## src/rtl/alarm_trigger.sv

```systemverilog
// Alarm trigger: compares the running time against the stored alarm, drives the buzzer,
// and handles snooze, stop and ring timeout. All logic runs on the divided clock.
module alarm_trigger #(
    parameter int unsigned RING_SECONDS = 60,
    parameter int unsigned SNOOZE_MIN   = 5,
    parameter int unsigned MAX_SNOOZE   = 3
) (
    input  logic       clock,
    input  logic       reset,
    input  logic       enable_alarm,
    input  logic       sec_tick,
    input  logic [4:0] time_hour,
    input  logic [5:0] time_min,
    input  logic [5:0] time_sec,
    input  logic [4:0] alarm_hour,
    input  logic [5:0] alarm_min,
    input  logic       snooze,
    input  logic       stop,
    output logic       alarm_ring,
    output logic       buzzer,
    output logic [1:0] snooze_count,
    output logic [1:0] alarm_state
);

    localparam int unsigned TimerWidth = $clog2(RING_SECONDS);

    typedef enum logic [1:0] {
        StIdle   = 2'd0,
        StRing   = 2'd1,
        StSnooze = 2'd2
    } state_e;

    state_e                state;
    logic [TimerWidth-1:0] ring_timer;
    logic                  beep_phase;
    logic [4:0]            tgt_hour;
    logic [5:0]            tgt_min;

    logic       at_second_zero;
    logic       alarm_match;
    logic       snooze_match;
    logic [6:0] snooze_sum;
    logic       snooze_wrap;
    logic [5:0] snooze_min_next;
    logic [4:0] snooze_hour_next;
    logic       snooze_allowed;
    logic       ring_timeout;

    // Match conditions, snooze target arithmetic and ring timeout detection
    always_comb begin
        at_second_zero   = sec_tick && (time_sec == 6'd0);
        alarm_match      = at_second_zero && (time_hour == alarm_hour) && (time_min == alarm_min);
        snooze_match     = at_second_zero && (time_hour == tgt_hour) && (time_min == tgt_min);
        // 7-bit sum so minute overflow is seen before any truncation
        snooze_sum       = {1'b0, time_min} + 7'(SNOOZE_MIN);
        snooze_wrap      = (snooze_sum >= 7'd60);
        snooze_min_next  = snooze_wrap ? 6'(snooze_sum - 7'd60) : snooze_sum[5:0];
        if (!snooze_wrap) begin
            snooze_hour_next = time_hour;
        end else if (time_hour == 5'd23) begin
            snooze_hour_next = 5'd0;
        end else begin
            snooze_hour_next = time_hour + 5'd1;
        end
        snooze_allowed   = (snooze_count < 2'(MAX_SNOOZE));
        ring_timeout     = sec_tick && (ring_timer == TimerWidth'(RING_SECONDS - 1));
    end

    // Alarm state machine with registered ring/buzzer outputs
    always_ff @(posedge clock) begin
        if (reset) begin
            state        <= StIdle;
            alarm_ring   <= 1'b0;
            buzzer       <= 1'b0;
            snooze_count <= 2'd0;
            ring_timer   <= '0;
            beep_phase   <= 1'b0;
            tgt_hour     <= 5'd0;
            tgt_min      <= 6'd0;
        end else if (!enable_alarm) begin
            state        <= StIdle;
            alarm_ring   <= 1'b0;
            buzzer       <= 1'b0;
            snooze_count <= 2'd0;
            ring_timer   <= '0;
            beep_phase   <= 1'b0;
        end else begin
            unique case (state)
                StIdle: begin
                    // Buttons are ignored here; a match always starts the ring
                    if (alarm_match) begin
                        state      <= StRing;
                        alarm_ring <= 1'b1;
                        buzzer     <= 1'b1;
                        ring_timer <= '0;
                        beep_phase <= 1'b1;
                    end
                end
                StRing: begin
                    // Snooze beyond the allowance behaves exactly like stop
                    if (stop || (snooze && !snooze_allowed) || (!snooze && ring_timeout)) begin
                        state        <= StIdle;
                        alarm_ring   <= 1'b0;
                        buzzer       <= 1'b0;
                        beep_phase   <= 1'b0;
                        snooze_count <= 2'd0;
                    end else if (snooze) begin
                        state        <= StSnooze;
                        alarm_ring   <= 1'b0;
                        buzzer       <= 1'b0;
                        beep_phase   <= 1'b0;
                        snooze_count <= snooze_count + 2'd1;
                        tgt_hour     <= snooze_hour_next;
                        tgt_min      <= snooze_min_next;
                    end else if (sec_tick) begin
                        ring_timer <= ring_timer + 1'b1;
                        beep_phase <= ~beep_phase;
                        buzzer     <= ~beep_phase;
                    end
                end
                StSnooze: begin
                    if (stop) begin
                        state        <= StIdle;
                        snooze_count <= 2'd0;
                    end else if (snooze_match) begin
                        state      <= StRing;
                        alarm_ring <= 1'b1;
                        buzzer     <= 1'b1;
                        ring_timer <= '0;
                        beep_phase <= 1'b1;
                    end
                end
                default: begin
                    state      <= StIdle;
                    alarm_ring <= 1'b0;
                    buzzer     <= 1'b0;
                end
            endcase
        end
    end

    assign alarm_state = state;

endmodule
```

## config.mk

```make
export PLATFORM = sky130hd
export DESIGN_NAME = alarm_trigger
export DESIGN_NICKNAME = d
export VERILOG_FILES = /design/src/rtl/alarm_trigger.sv
export SDC_FILE = /design/constraint.sdc
export NUM_CORES = 1
export LEC_CHECK = 0
export ABC_AREA = 1
export CORE_ASPECT_RATIO = 2
export CORE_MARGIN = 2
export CORE_UTILIZATION = 56
export CTS_CLUSTER_SIZE = 10
export DETAILED_ROUTE_END_ITERATION = 12
export GPL_TIMING_DRIVEN = 0
export PLACE_DENSITY = 0.95
export SLEW_MARGIN = 10
export SYNTH_ARGS = -nofsm -noshare
export SYNTH_HDL_FRONTEND = slang
export SYNTH_SLANG_ARGS = --single-unit
```

## constraint.sdc

```tcl
create_clock -name clock -period 4.35 [get_ports clock]
set_input_delay 0.6525 -clock clock [delete_from_list [all_inputs] [get_ports clock]]
set_output_delay 0.6525 -clock clock [all_outputs]
set_load 0.005 [all_outputs]
```

Word-level counts from Yosys, hierarchy flattened:

Index checks and enable logic that the tools add are counted.

* bits in registers: 24
* latch bits: 0
* bits in writable memories: 0
* memory bits (read-only): 0
* bits of input ports: 34
* output and inout bits: 6
* word-level logic and storage cells: 91
* memories: 0

* add/sub/neg operators: 5
* multipliers: 0
* div/mod/pow operators: 0
* order comparisons: 2
* equality and inequality tests: 18
* shift-type cells: 0
* muxes and demuxes: 31
* bitwise logic cells: 3
* reductions and logical operators: 24

Operators by type and width (number)
* two-way mux 6 bit: 7
* one-hot mux 6 bit (3 select lines): 1
* two-way mux 2 bit: 8
* inequality test 2 bit (second input constant): 7
* == test 6 bit: 2
* AND reduction 4 bit: 3
* == test 5 bit: 2
* two-way mux 5 bit: 2
* one-hot mux 1 bit (3 select lines): 3
* logical AND 1 bit: 8
* two-way mux 1 bit: 8
* adder 6 x 3 -> 7 bit (second input constant): 1
* greater-or-equal comparator 7 x 6 -> 1 bit (second input constant): 1
* AND reduction 7 bit: 1
* adder 6 x 1 -> 6 bit (second input constant): 1
* == test 6 bit (second input constant): 1
* logical NOT 6 bit: 1
* inequality test 3 bit (second input constant): 2
* one-hot mux 2 bit (3 select lines): 1
* AND reduction 3 bit: 2
* subtractor 6 bit (second input constant): 1
* adder 5 x 1 -> 5 bit (second input constant): 1
* == test 5 bit (second input constant): 1
* AND reduction 5 bit: 1
* other kinds (13): 17

Logic depth before layout (Yosys ltp):

* depth after elaboration: 7
* gate-level depth with buffers: 15
* mapped depth without buffers: 14

Worst setup path after synthesis:

No wires, ideal clock.

* path type: input port to flip-flop
* from: input time_min[0]
* to: register tgt_min[4]
* data arrival time: 2.025 ns
* data required time: 4.237 ns
* setup slack: 2.212 ns
* cell stages on the path: 12
* path buffers: 1
* cell sequence: ha_1 or2_4 nand2_4 ha_1 nand2_1 a21oi_2 nand2_2 nand2_2 buf_6 o21ai_0 o21ai_1 inv_1

* word-level cells in the longest chain between the ends: 3
* elaborated cells between the ends (all ways): 4
* classes of those cells: 2 x add/sub; 1 x order compare; 1 x mux

Ends and longest elaborated chain
* from (decl): RTL line 13 `input logic [5:0] time_min,`
* adder 6 x 3 -> 7 bit (*): RTL line 55 `snooze_sum = {1'b0, time_min} + 7'(SNOOZE_MIN);`
* subtractor 6 bit / greater-or-equal comparator 7 x 6 -> 1 bit (equally long branches): RTL line 57, 56
* two-way mux 6 bit (*): RTL line 57 `snooze_min_next = snooze_wrap ? 6'(snooze_sum - 7'd60) : snooze_sum[5:0];`
* to (signal assigned): RTL line 114 `tgt_min <= snooze_min_next;`
* to (decl): RTL line 37 `logic [5:0] tgt_min;`

Every way passes the cells marked *; elsewhere a longest branch is shown, timed or not.
A chain may end at the register's enable or synchronous reset.

Final worst setup path:

Ends and elaborated chain as after synthesis.

==> PnR_summary.wiki <==
{| class="wikitable"
! Metric !! Value
|-
| Fraction of met2 tracks used by global routing || 53.4%
|-
| Total grt overflow || 0
|-
| Count of filler cells inserted in the layout || 282
|-
| Buffer cell driving the clock tree root || sky130_fd_sc_hd__clkbuf_8
|-
| Delay of the slowest cell on the worst path || between 0.5 and 0.6 ns
|-
| # hold bufs at CTS || 0
|-
| Fin Setup TNS || 0 ns
|-
| Number of enable-type register cells in the synthesized netlist || 0
|-
| Number of antenna violations at the first check in global routing || 0
|-
| Crit path capture type || flip-flop
|-
| Number of distinct standard cells referenced by the synthesized netlist || 35
|-
| DRC marker count from the first detailed-route iteration || a little over 80
|-
| Met3 Use GR || 2.90%
|-
| Outcome || finished, final reports clean
|-
| Cell count after synthesis || 297
|-
| Clock tree from TritonCTS || yes
|-
| Cell Pwr Density || ~200 mW/mm^2
|-
| Detailed Place HPWL || 4070 um
|-
| Buffer count from post-CTS setup fixing || 0
|-
| Wire length per cell after detailed routing || around 13 um
|-
| Mapped Avg Cell Area || 6.52 um^2
|-
| Worst-margin pin slew || 0.470 ns
|-
| Worst EP required || 4.51 ns
|-
| Largest clock skew in the final design || 0.00264 ns
|-
| Vias per cell || 5.56
|-
| Clock transition at path regs || 0.09 ns
|-
| Largest fanout of any net on the critical path || 10
|-
| Summed instance area of the synthesized netlist || 0.00194 mm^2
|-
| Setup repair after global routing missed its margin || false
|-
| Setup Slack @ Placement || approximately 1.5 ns
|-
| Wire length of the first global-routing pass || between 7000 and 8000 um
|-
| Most used standard cells in the synthesized netlist || sky130_fd_sc_hd__nand2_1 (80), sky130_fd_sc_hd__inv_1 (40), sky130_fd_sc_hd__nor2_1 (29)
|-
| Number of nets in the final layout || between 300 and 400
|-
| Maximum operating frequency || 0.381 GHz
|-
| CP bufs+invs || 3
|-
| Type of element launching the critical path || primary input
|-
| Placeable Area || 0.00334 mm^2
|-
| Shortest clock period the worst path allows after layout || ~2.6 ns
|-
| Leakage || just under 0.001 uW
|-
| IO buf count || 37
|-
| Die boundary height || 87.2 um
|-
| Count of antenna diodes in the layout || 0
|-
| Vias after detailed routing || 2056
|-
| Share of the cycle needed by the critical path after routing || 60.4%
|-
| Site Rows || 30
|-
| Final worst setup slack || 1.72 ns
|-
| Horizontal die dimension || between 40 and 50 um
|-
| DRT Pass-1 Iters || 6
|-
| CTS-repair resized insts || 0
|-
| Share of synthesized registers carrying an async set or reset || 0%
|-
| WS Path Type || primary input to flip-flop
|-
| Fraction of layout cells with a size suffix above 1 || 8.58%
|-
| Leading area contributor after synthesis || sky130_fd_sc_hd__dfxtp_1
|-
| #FFs+latches synth || 24
|-
| Area growth from synthesis to final layout || 24.0%
|-
| Final count of hold timing violations || 0
|-
| Num ports || 40
|-
| Initial core utilization || between 50 and 60%
|-
| Worst slew slack as a fraction of its limit || around 68%
|-
| Top delay family on crit path || buffers and inverters
|-
| CTS max path bufs || 2
|-
| Ys Warns || 0
|-
| Pins over their slew limit || 0
|-
| Most frequently used flop master after synthesis || sky130_fd_sc_hd__dfxtp_1
|-
| Via count of the first global-routing pass || 1943
|-
| Global placer's final weighted congestion || 0.947
|-
| Total DRC errors in the routed layout || 0
|-
| Most frequent cell after synthesis || sky130_fd_sc_hd__nand2_1
|-
| Clock insertion delay at the later pin of the skew report || 0.26 ns
|-
| Number of H-tree branching levels || 1
|-
| Overall routing resource usage || 26.7%
|-
| Clock tree sinks || 24
|-
| Met1 routing resource usage after global routing || 23.4%
|-
| Leading post-synthesis cells by cell area || sky130_fd_sc_hd__dfxtp_1 (25%), sky130_fd_sc_hd__nand2_1 (16%), sky130_fd_sc_hd__inv_1 (7.8%)
|-
| Busiest layer in global routing || met2
|-
| Post-Place Cells || 366
|-
| Worst-path cell chain || clkdlybuf4s50_1 > ha_1 > or2_4 > nand2_4 > ha_1 > nand2_1 > a21oi_2 > nand2_2 > nand2_2 > buf_6 > o21ai_0 > o21ai_1 > inv_1
|-
| Full die area || between 0.003 and 0.004 mm^2
|-
| Inserted Clock Buffers || 3
|-
| Number of nets with antenna violations after routing || 0
|-
| Number of cells in the finished layout apart from fillers || between 300 and 400
|-
| Post-synth net total || approximately 340
|-
| Count of maximum capacitance violations || 0
|-
| Final WL || a little under 5000 um
|-
| Top-area cell type share of the netlist area || 24.8%
|-
| Maximum number of pins on one net before global-route repair || 14
|-
| Maximum resistive drop on vdd || ~0.00022 V
|-
| Worst hold path class || flip-flop to flip-flop
|-
| Seq/Total Area, Yosys || 24.8%
|-
| Slowest stage cell on the critical path || sky130_fd_sc_hd__clkdlybuf4s50_1
|-
| Final setup violation count || 0
|-
| Crit path arrival time || between 2 and 3 ns
|}
sequential cells by signal (all words and copies together), names as in the netlist:
register and count:
tgt_min 6, snooze_count 2, alarm_state 2, ring_timer 6
alarm_ring 1, beep_phase 1, buzzer 1, tgt_hour 5
worst paths after layout:
kind | depth (start not counted) | slack (ns) | end | start
max | 13 | 1.72 | tgt_min[4]$_SDFFE_PP0P_ | time_min[0]
min | 2 | 0.47 | ring_timer[5]$_SDFFE_PP0P_ | ring_timer[5]$_SDFFE_PP0P_
max reg2reg | 10 | 2.49 | tgt_hour[2]$_SDFFE_PP0P_ | snooze_count[0]$_SDFFE_PP0P_
min reg2reg | 2 | 0.47 | ring_timer[5]$_SDFFE_PP0P_ | ring_timer[5]$_SDFFE_PP0P_
per-stage QoR:
| step | power (uW) | instance area [um^2] | hold WS (ns) | utilization [%] |
|---|---|---|---|---|
| global placement | 329 | 2350 | 0.450 | 70.3 |
| floorplan | 281 | 1940 | 0.437 | - |
| detailed placement | 332 | 2350 | 0.452 | 70.3 |
| finish | 481 | 2400 | 0.465 | 71.9 |
| global route | 505 | 2400 | 0.491 | 71.9 |
| CTS | 485 | 2400 | 0.467 | 71.9 |
cell type report:
| class | instances | area, um^2 | area share (%) |
|---|---|---|---|
| flip-flops and latches | 24 | 480 | 20.0 |
| repair buffers | 37 | 370 | 15.4 |
| plain buffers | 5 | 52.6 | 2.19 |
| inverters | 44 | 168 | 6.98 |
| well taps | 32 | 40.0 | 1.67 |
| multi-input cells | 224 | 1240 | 51.5 |
| clock buffers | 4 | 55.1 | 2.29 |
power breakdown:
group / switching, uW / internal, uW / total [uW]
combinational: 56.3 / 52.3 / 109
clock: 72.5 / 80.7 / 153
sequential: 0.000388 / 219 / 219
cell families (layout without fill, tap and decap cells):
| group | after synthesis | after routing | synth area share [%] |
|---|---|---|---|
| adder cells (fa/ha/maj) | 6 | 6 | 3.88 |
| buffers and inverters | 49 | 90 | 11.4 |
| AO/OA/AOI/OAI | 46 | 46 | 14.3 |
| flip-flops | 24 | 24 | 24.8 |
| XOR/XNOR | 23 | 23 | 10.4 |
| AND/OR/NAND/NOR | 149 | 149 | 35.2 |
layout by cell type (no fill, tap or decap), drive strengths merged:
master,n
a211oi,1
a21boi,2
a21oi,23
a31oi,3
buf,5
clkbuf,4
clkdlybuf4s50,37
clkinv,1
dfxtp,24
ha,6
inv,43
nand2,85
nand3,15
nand3b,2
nand4,11
nor2,31
nor3,3
nor4,1
o211ai,1
o21a,1
o21ai,13
o21bai,1
o31ai,1
or2,1
xnor2,12
xor2,11
worst register-to-register path, cell delays in order, from the launching register on:
cell and delay [ns]:
sky130_fd_sc_hd__dfxtp_1 0.35, sky130_fd_sc_hd__ha_1 0.21, sky130_fd_sc_hd__a21oi_1 0.24, sky130_fd_sc_hd__nand2_1 0.14, sky130_fd_sc_hd__nor2_2 0.20, sky130_fd_sc_hd__nand3_4 0.19, sky130_fd_sc_hd__inv_4 0.12, sky130_fd_sc_hd__buf_6 0.14
sky130_fd_sc_hd__o211ai_1 0.09, sky130_fd_sc_hd__nand2_1 0.07, sky130_fd_sc_hd__inv_1 0.03
per-layer routing:
metal	routed length [um]	part of all wire [%]
met5	0	0
met4	210	4.2
met3	165	3.3
met2	2920	59
met1	1660	33
(Power assumes the default switching activity.)
